==> src/rtl/risc_v_mc_core.sv <==
// rtl/risc_v_mc_core.sv - multicycle RV32I/RV32E subset core with a single shared memory port
module risc_v_mc_core #(
    parameter logic [31:0] RESET_PC = 32'h0000_0000,
    parameter int          NREGS    = 32,
    parameter int          CNT_W    = 32
) (
    input  logic             clk,
    input  logic             rst,
    output logic             mem_req,
    output logic             mem_we,
    output logic [31:0]      mem_addr,
    output logic [31:0]      mem_wdata,
    input  logic             mem_ready,
    input  logic [31:0]      mem_rdata,
    output logic [31:0]      pc,
    output logic             halted,
    output logic [1:0]       err,
    output logic [CNT_W-1:0] retired
);

    localparam int AW = $clog2(NREGS);

    typedef enum logic [2:0] {
        S_FETCH  = 3'd0,
        S_DECODE = 3'd1,
        S_EXEC   = 3'd2,
        S_MEM    = 3'd3,
        S_WB     = 3'd4,
        S_HALT   = 3'd5
    } state_t;

    state_t state, state_nx;

    logic [31:0] regs [NREGS];
    logic [31:0] ir, old_pc, a, b, imm, alu_out, mdr;

    logic [6:0]  opcode;
    logic [2:0]  f3;
    logic [6:0]  f7;
    logic        is_r, is_i, is_lw, is_sw, is_br, is_jal, is_jalr, is_lui, is_ebreak, legal;
    logic        use_rd, use_rs1, use_rs2, reg_bad;
    logic [31:0] imm_dec, rf_a, rf_b, opnd_b, alu_res, br_tgt, jalr_tgt, ls_addr;
    logic        taken, mis, xfer;
    logic [AW-1:0] rd_idx, rs1_idx, rs2_idx;

    assign opcode  = ir[6:0];
    assign f3      = ir[14:12];
    assign f7      = ir[31:25];
    assign rd_idx  = ir[7 +: AW];
    assign rs1_idx = ir[15 +: AW];
    assign rs2_idx = ir[20 +: AW];
    assign xfer    = mem_req & mem_ready;

    // Instruction classification and which register fields the format actually uses
    always_comb begin
        is_r = 1'b0; is_i = 1'b0; is_lw = 1'b0; is_sw = 1'b0; is_br = 1'b0;
        is_jal = 1'b0; is_jalr = 1'b0; is_lui = 1'b0; is_ebreak = 1'b0;
        use_rd = 1'b0; use_rs1 = 1'b0; use_rs2 = 1'b0;
        case (opcode)
            7'b0110011: begin
                is_r = ((f7 == 7'b0000000) && (f3 inside {3'b000, 3'b111, 3'b110, 3'b100, 3'b010, 3'b011}))
                    || ((f7 == 7'b0100000) && (f3 == 3'b000));
                use_rd = 1'b1; use_rs1 = 1'b1; use_rs2 = 1'b1;
            end
            7'b0010011: begin
                is_i = f3 inside {3'b000, 3'b111, 3'b110, 3'b100, 3'b010};
                use_rd = 1'b1; use_rs1 = 1'b1;
            end
            7'b0000011: begin
                is_lw = (f3 == 3'b010);
                use_rd = 1'b1; use_rs1 = 1'b1;
            end
            7'b0100011: begin
                is_sw = (f3 == 3'b010);
                use_rs1 = 1'b1; use_rs2 = 1'b1;
            end
            7'b1100011: begin
                is_br = f3 inside {3'b000, 3'b001, 3'b100, 3'b101};
                use_rs1 = 1'b1; use_rs2 = 1'b1;
            end
            7'b1101111: begin
                is_jal = 1'b1;
                use_rd = 1'b1;
            end
            7'b1100111: begin
                is_jalr = (f3 == 3'b000);
                use_rd = 1'b1; use_rs1 = 1'b1;
            end
            7'b0110111: begin
                is_lui = 1'b1;
                use_rd = 1'b1;
            end
            7'b1110011: is_ebreak = (ir == 32'h0010_0073);
            default: ;
        endcase
    end

    assign legal   = is_r | is_i | is_lw | is_sw | is_br | is_jal | is_jalr | is_lui;
    // Only RV32E has register fields that can fall outside the file
    assign reg_bad = (NREGS == 16) && ((use_rd && ir[11]) || (use_rs1 && ir[19]) || (use_rs2 && ir[24]));

    // Immediate generation for the I/S/B/U/J formats
    always_comb begin
        imm_dec = {{20{ir[31]}}, ir[31:20]};
        if (is_sw)
            imm_dec = {{20{ir[31]}}, ir[31:25], ir[11:7]};
        else if (is_br)
            imm_dec = {{19{ir[31]}}, ir[31], ir[7], ir[30:25], ir[11:8], 1'b0};
        else if (is_lui)
            imm_dec = {ir[31:12], 12'b0};
        else if (is_jal)
            imm_dec = {{11{ir[31]}}, ir[31], ir[19:12], ir[20], ir[30:21], 1'b0};
    end

    assign rf_a = (rs1_idx == '0) ? 32'h0 : regs[rs1_idx];
    assign rf_b = (rs2_idx == '0) ? 32'h0 : regs[rs2_idx];

    // ALU, branch compare and target/address arithmetic for the EXEC step
    always_comb begin
        opnd_b  = is_r ? b : imm;
        alu_res = 32'h0;
        case (f3)
            3'b000:  alu_res = (is_r && f7[5]) ? (a - opnd_b) : (a + opnd_b);
            3'b111:  alu_res = a & opnd_b;
            3'b110:  alu_res = a | opnd_b;
            3'b100:  alu_res = a ^ opnd_b;
            3'b010:  alu_res = {31'b0, ($signed(a) < $signed(opnd_b))};
            3'b011:  alu_res = {31'b0, (a < opnd_b)};
            default: alu_res = 32'h0;
        endcase
        if (is_lui)
            alu_res = imm;
        case (f3)
            3'b000:  taken = (a == b);
            3'b001:  taken = (a != b);
            3'b100:  taken = ($signed(a) < $signed(b));
            3'b101:  taken = ($signed(a) >= $signed(b));
            default: taken = 1'b0;
        endcase
        br_tgt   = old_pc + imm;
        jalr_tgt = (a + imm) & 32'hFFFF_FFFE;
        ls_addr  = a + imm;
        mis = (is_br && taken && (br_tgt[1:0] != 2'b00))
           || (is_jal && (br_tgt[1:0] != 2'b00))
           || (is_jalr && (jalr_tgt[1:0] != 2'b00))
           || ((is_lw || is_sw) && (ls_addr[1:0] != 2'b00));
    end

    // State register
    always_ff @(posedge clk or negedge rst) begin
        if (!rst) state <= S_FETCH;
        else      state <= state_nx;
    end

    // Next-state logic
    always_comb begin
        state_nx = state;
        case (state)
            S_FETCH:  if (xfer) state_nx = S_DECODE;
            S_DECODE: begin
                if (is_ebreak || !legal || reg_bad) state_nx = S_HALT;
                else                                state_nx = S_EXEC;
            end
            S_EXEC: begin
                if (mis)                 state_nx = S_HALT;
                else if (is_br)          state_nx = S_FETCH;
                else if (is_lw || is_sw) state_nx = S_MEM;
                else                     state_nx = S_WB;
            end
            S_MEM:    if (xfer) state_nx = is_lw ? S_WB : S_FETCH;
            S_WB:     state_nx = S_FETCH;
            S_HALT:   state_nx = S_HALT;
            default:  state_nx = S_HALT;
        endcase
    end

    // Memory port and status outputs; requests are masked while reset is held
    always_comb begin
        mem_req   = rst && ((state == S_FETCH) || (state == S_MEM));
        mem_we    = rst && (state == S_MEM) && is_sw;
        mem_addr  = (state == S_MEM) ? alu_out : pc;
        mem_wdata = b;
        halted    = (state == S_HALT);
    end

    // Architectural state that reset defines: pc, halt cause, retire counter
    always_ff @(posedge clk or negedge rst) begin
        if (!rst) begin
            pc      <= RESET_PC;
            err     <= 2'd0;
            retired <= '0;
        end else begin
            case (state)
                S_FETCH: if (xfer) pc <= pc + 32'd4;
                S_DECODE: begin
                    if (is_ebreak)               err <= 2'd3;
                    else if (!legal || reg_bad)  err <= 2'd1;
                end
                S_EXEC: begin
                    if (mis)
                        err <= 2'd2;
                    else if (is_br) begin
                        if (taken) pc <= br_tgt;
                        retired <= retired + {{(CNT_W-1){1'b0}}, 1'b1};
                    end else if (is_jal)
                        pc <= br_tgt;
                    else if (is_jalr)
                        pc <= jalr_tgt;
                end
                S_MEM: if (xfer && is_sw) retired <= retired + {{(CNT_W-1){1'b0}}, 1'b1};
                S_WB:  retired <= retired + {{(CNT_W-1){1'b0}}, 1'b1};
                default: ;
            endcase
        end
    end

    // Unreset datapath: instruction/operand latches and register-file write-back
    always_ff @(posedge clk) begin
        case (state)
            S_FETCH: if (xfer) begin
                ir     <= mem_rdata;
                old_pc <= pc;
            end
            S_DECODE: begin
                a   <= rf_a;
                b   <= rf_b;
                imm <= imm_dec;
            end
            S_EXEC: begin
                if (is_jal || is_jalr)   alu_out <= old_pc + 32'd4;
                else if (is_lw || is_sw) alu_out <= ls_addr;
                else                     alu_out <= alu_res;
            end
            S_MEM: if (xfer && is_lw) mdr <= mem_rdata;
            S_WB:  if (rd_idx != '0) regs[rd_idx] <= is_lw ? mdr : alu_out;
            default: ;
        endcase
    end

endmodule

==> config.mk <==
export PLATFORM = sky130hd
export DESIGN_NAME = risc_v_mc_core
export DESIGN_NICKNAME = d
export VERILOG_FILES = /design/src/rtl/risc_v_mc_core.sv
export SDC_FILE = /design/constraint.sdc
export NUM_CORES = 2
export LEC_CHECK = 0
export CAP_MARGIN = 20
export CORE_UTILIZATION = 41
export CTS_CLUSTER_SIZE = 40
export DETAILED_ROUTE_END_ITERATION = 8
export GPL_TIMING_DRIVEN = 0
export HOLD_SLACK_MARGIN = 0.1
export MAX_ROUTING_LAYER = met4
export PLACE_DENSITY = 0.66
export RECOVER_POWER = 50
export SETUP_SLACK_MARGIN = 0.5
export SYNTH_ARGS = -nofsm -noshare
export SYNTH_HDL_FRONTEND = slang
export SYNTH_SLANG_ARGS = --single-unit
==> constraint.sdc <==
create_clock -name clk -period 12.4 [get_ports clk]
set_input_delay 2.48 -clock clk [delete_from_list [all_inputs] [get_ports clk]]
set_output_delay 2.48 -clock clk [all_outputs]
set_load 0.02 [all_outputs]
==> results_dict.tcl <==
set metrics [dict create \
    outcome "finished with violations" \
    violations "max-capacitance violations, max-slew violations" \
    clk_path_buf_depth 3 \
    slew_viol_final 664 \
    wirelength_um 252000 \
    setup_viol 0 \
    critical_path.top_delay_family "compound AO/OA/AOI/OAI gates" \
    clkSinkCount 1317 \
    die_width_um 412 \
    hold_path_class "reg -> reg" \
    gp_congestion 1.01 \
    rows 150 \
    cp.arrival_ps 8120 \
    post_drt_wl_per_cell_um 35.1 \
    p_leak_nw 27.1 \
    via_per_inst 6.50 \
    hpwl_um 190000 \
    ctsRootBufferMaster "clkbuf_16" \
    fp.dieArea_um2 170000 \
    grt_use_total_pct 30.5 \
    synth_top_family_by_area "multiplexers" \
    endpoint_kind "flip-flop" \
    worst-path-buf-inv 3 \
    ys_ff_latch 1317 \
    place_ws_ps 5050 \
    cts_tree "yes" \
    cp_cell_sequence "or4_1 > nor4_4 > and4b_1 > clkbuf_1 > clkbuf_1 > mux2_2 > inv_1 > ha_1 > nor2b_1 > o211ai_1 > a21oi_1 > o211ai_1 > a31oi_1 > o31ai_1 > o221a_2 > o21ai_0 > nand4_1 > a221oi_1 > o21ai_0" \
    final.setup.tns_ps 0 \
    synth-simple-area-share_pct 5.07 \
    num_vias 46651 \
    area_delta_synth_final_pct 16.0 \
    insertion_delay_ps 840 \
    synth_compound_area_share_pct 6.67 \
    rsz0062_at_grt "no" \
    drt_pre_antenna_iters 8 \
    core_um2 167000 \
    syn_inst 4363 \
    ctsResizeCount 0 \
    finClkSkew_ps 69.0 \
    ys_warn_count 0 \
    final_nets 5076 \
    clk_pin_slew_worst_paths_ps 60 \
    fin_util_pct 47.9 \
    synthArstFlopShare_pct 5.24 \
    drc_errors 0 \
    vdd_ir_drop_max_mv 0.173 \
    numPortBuffers 167 \
    path_class "reg -> reg" \
    setup_ws_ps 4820 \
    grt_pass1_vias 45535 \
    ctsHoldBuffers 0 \
    max-cap-violations 39 \
    synthFlopType "edfxtp_1" \
    period_share_pct 61.1 \
    crit_required_ps 12930 \
    finalHoldViolations 0 \
    postRouteAntennaNets 0 \
    cts_setup_buffers 0 \
    yosys.area_share.xor_xnor_pct 1.95 \
    synth-edff-count 1248 \
    grt_pass1_wl_um 347000 \
    cts_buffers 141 \
    ys_seq_area_share_pct 56.8 \
    synth_fa_ha_area_share_pct 3.62 \
    pin_count 168 \
    powerDensity_nw_per_um2 176 \
    worstMarginPinSlew_ps 2860 \
    drt-initial-drc-count 6311 \
    slowest_delay_ps 850 \
    fin_cells 7176 \
    muxShareOfSynthArea_pct 23.4 \
    fmax_ghz 0.132 \
    grt_max_degree 50 \
    syn_avg_cell_area_um2 15.8 \
    htreeDepth 4 \
    grt_antenna_before_repair 20 \
    place_inst 6891 \
    syn_area_um2 69000 \
    grt_overflow 0 \
    die_h_um 412 \
    yosys.cell_types.count 93 \
    drive_gt1_share_pct 21.8 \
    maxSlewHeadroom_pct -91.7 \
    worstSetupStartpointType "flip-flop" \
    critPathMaxFanout 10 \
    slowest_stage "clkbuf_1" \
    start_util_pct 41.3 \
    layout_min_cycle_time_ps 7580 \
]
==> stage by stage <==
| stage | power, mW | area (um2) | hold slack [ps] |
|---|---|---|---|
| finish | 14.1 | 80100 | 480 |
| global route | 14.5 | 80100 | 502 |
| CTS | 14.0 | 80900 | 480 |
| detailed placement | 9.61 | 76000 | 463 |
| global placement | 9.55 | 73600 | 460 |
| floorplan | 7.92 | 69100 | 441 |
==> cell families after synthesis <==
| family | count (synthesis) |
|---|---|
| XOR/XNOR | 154 |
| multiplexers | 804 |
| AND/OR/NAND/NOR | 729 |
| flip-flops | 1317 |
| other | 1 |
| AO/OA/AOI/OAI | 703 |
| adder cells (fa/ha/maj) | 197 |
| buffers and inverters | 458 |
==> synthesized netlist by cell type, types with 20 or more instances <==
cell	instances	area share [%]
nand3_1	67	0.49
dfrtp_1	69	2.5
nand2_1	198	1.1
buf_1	77	0.42
xor2_1	66	0.84
a211oi_1	25	0.27
edfxtp_1	1248	54
a31oi_1	22	0.20
o21ai_0	135	0.98
mux4_2	635	21
and3_1	29	0.26
a21o_1	49	0.53
a21oi_1	214	1.6
xnor2_1	88	1.1
a22oi_1	32	0.35
nand4_1	29	0.26
ha_1	193	3.5
clkbuf_1	168	0.91
nor3_1	46	0.33
inv_1	199	1.1
nor2_1	231	1.3
o22ai_1	20	0.18
mux2_2	103	1.7
mux2i_1	66	0.96
==> per-layer routing <==
layer	share of wire, %	vias up	global-route usage, %
li1	-	18665	-
met1	36	24071	36.9
met2	47	3150	47.3
met3	11	765	7.86
met4	5.9	0	15.1
met5	0	-	-
==> area by class of cell <==
cell class                      instances  area [um2]
Clock inverter                         88        1210
Sequential cell                      1317       39200
Clock buffer                          172        3680
Buffer                                259         995
Multi-Input combinational cell       2619       28200
Timing Repair Buffer                  307        3270
Fill cell                           14139       87100
Antenna cell                           11        27.5
Tap cell                             2204        2760
Inverter                              199         747
==> placed cells by master, fill, tap and decap left out, types with 32 or more instances in the layout <==
master / n
nor3_1: 45
conb_1: 32
nand3_1: 67
clkbuf_16: 141
clkdlybuf4s50_1: 134
edfxtp_1: 1248
a22oi_1: 32
mux2_2: 97
a21o_1: 49
dfrtp_1: 69
nand2_1: 198
buf_1: 70
a21oi_1: 214
nor2_1: 231
mux2i_1: 66
o21ai_0: 135
ha_1: 193
dlygate4sd3_1: 32
mux4_2: 635
xnor2_1: 88
clkbuf_1: 249
inv_1: 199
xor2_1: 66
buf_8: 54
==> sequential cells by signal, summed over array words and instances (netlist names) <==
name,cells
a,32
alu_out,32
err,2
imm,32
ir,32
mdr,32
mem_wdata,32
old_pc,32
pc,32
regs,1024
retired,32
state,3
==> worst paths after layout <==
| path | from | endpoint | slack, ps | cells past startpoint |
|---|---|---|---|---|
| max | ir[27] | alu_out[0] | 4820 | 19 |
| min | retired[31] | retired[31] | 480 | 1 |
| max reg2reg | ir[27] | alu_out[0] | 4820 | 19 |
| min reg2reg | retired[31] | retired[31] | 480 | 1 |
| max in group asynchronous | rst | retired[20] | 9530 | 2 |
| min in group asynchronous | rst | pc[30] | 1970 | 1 |
==> where the power goes <==
group	internal, mW	leakage, nW	switching, mW	total [mW]
Clock	2.57	2.34	1.90	4.47
Sequential	5.11	12.2	0.420	5.53
Combinational	1.57	12.5	2.50	4.07
(Power assumes the default switching activity.)
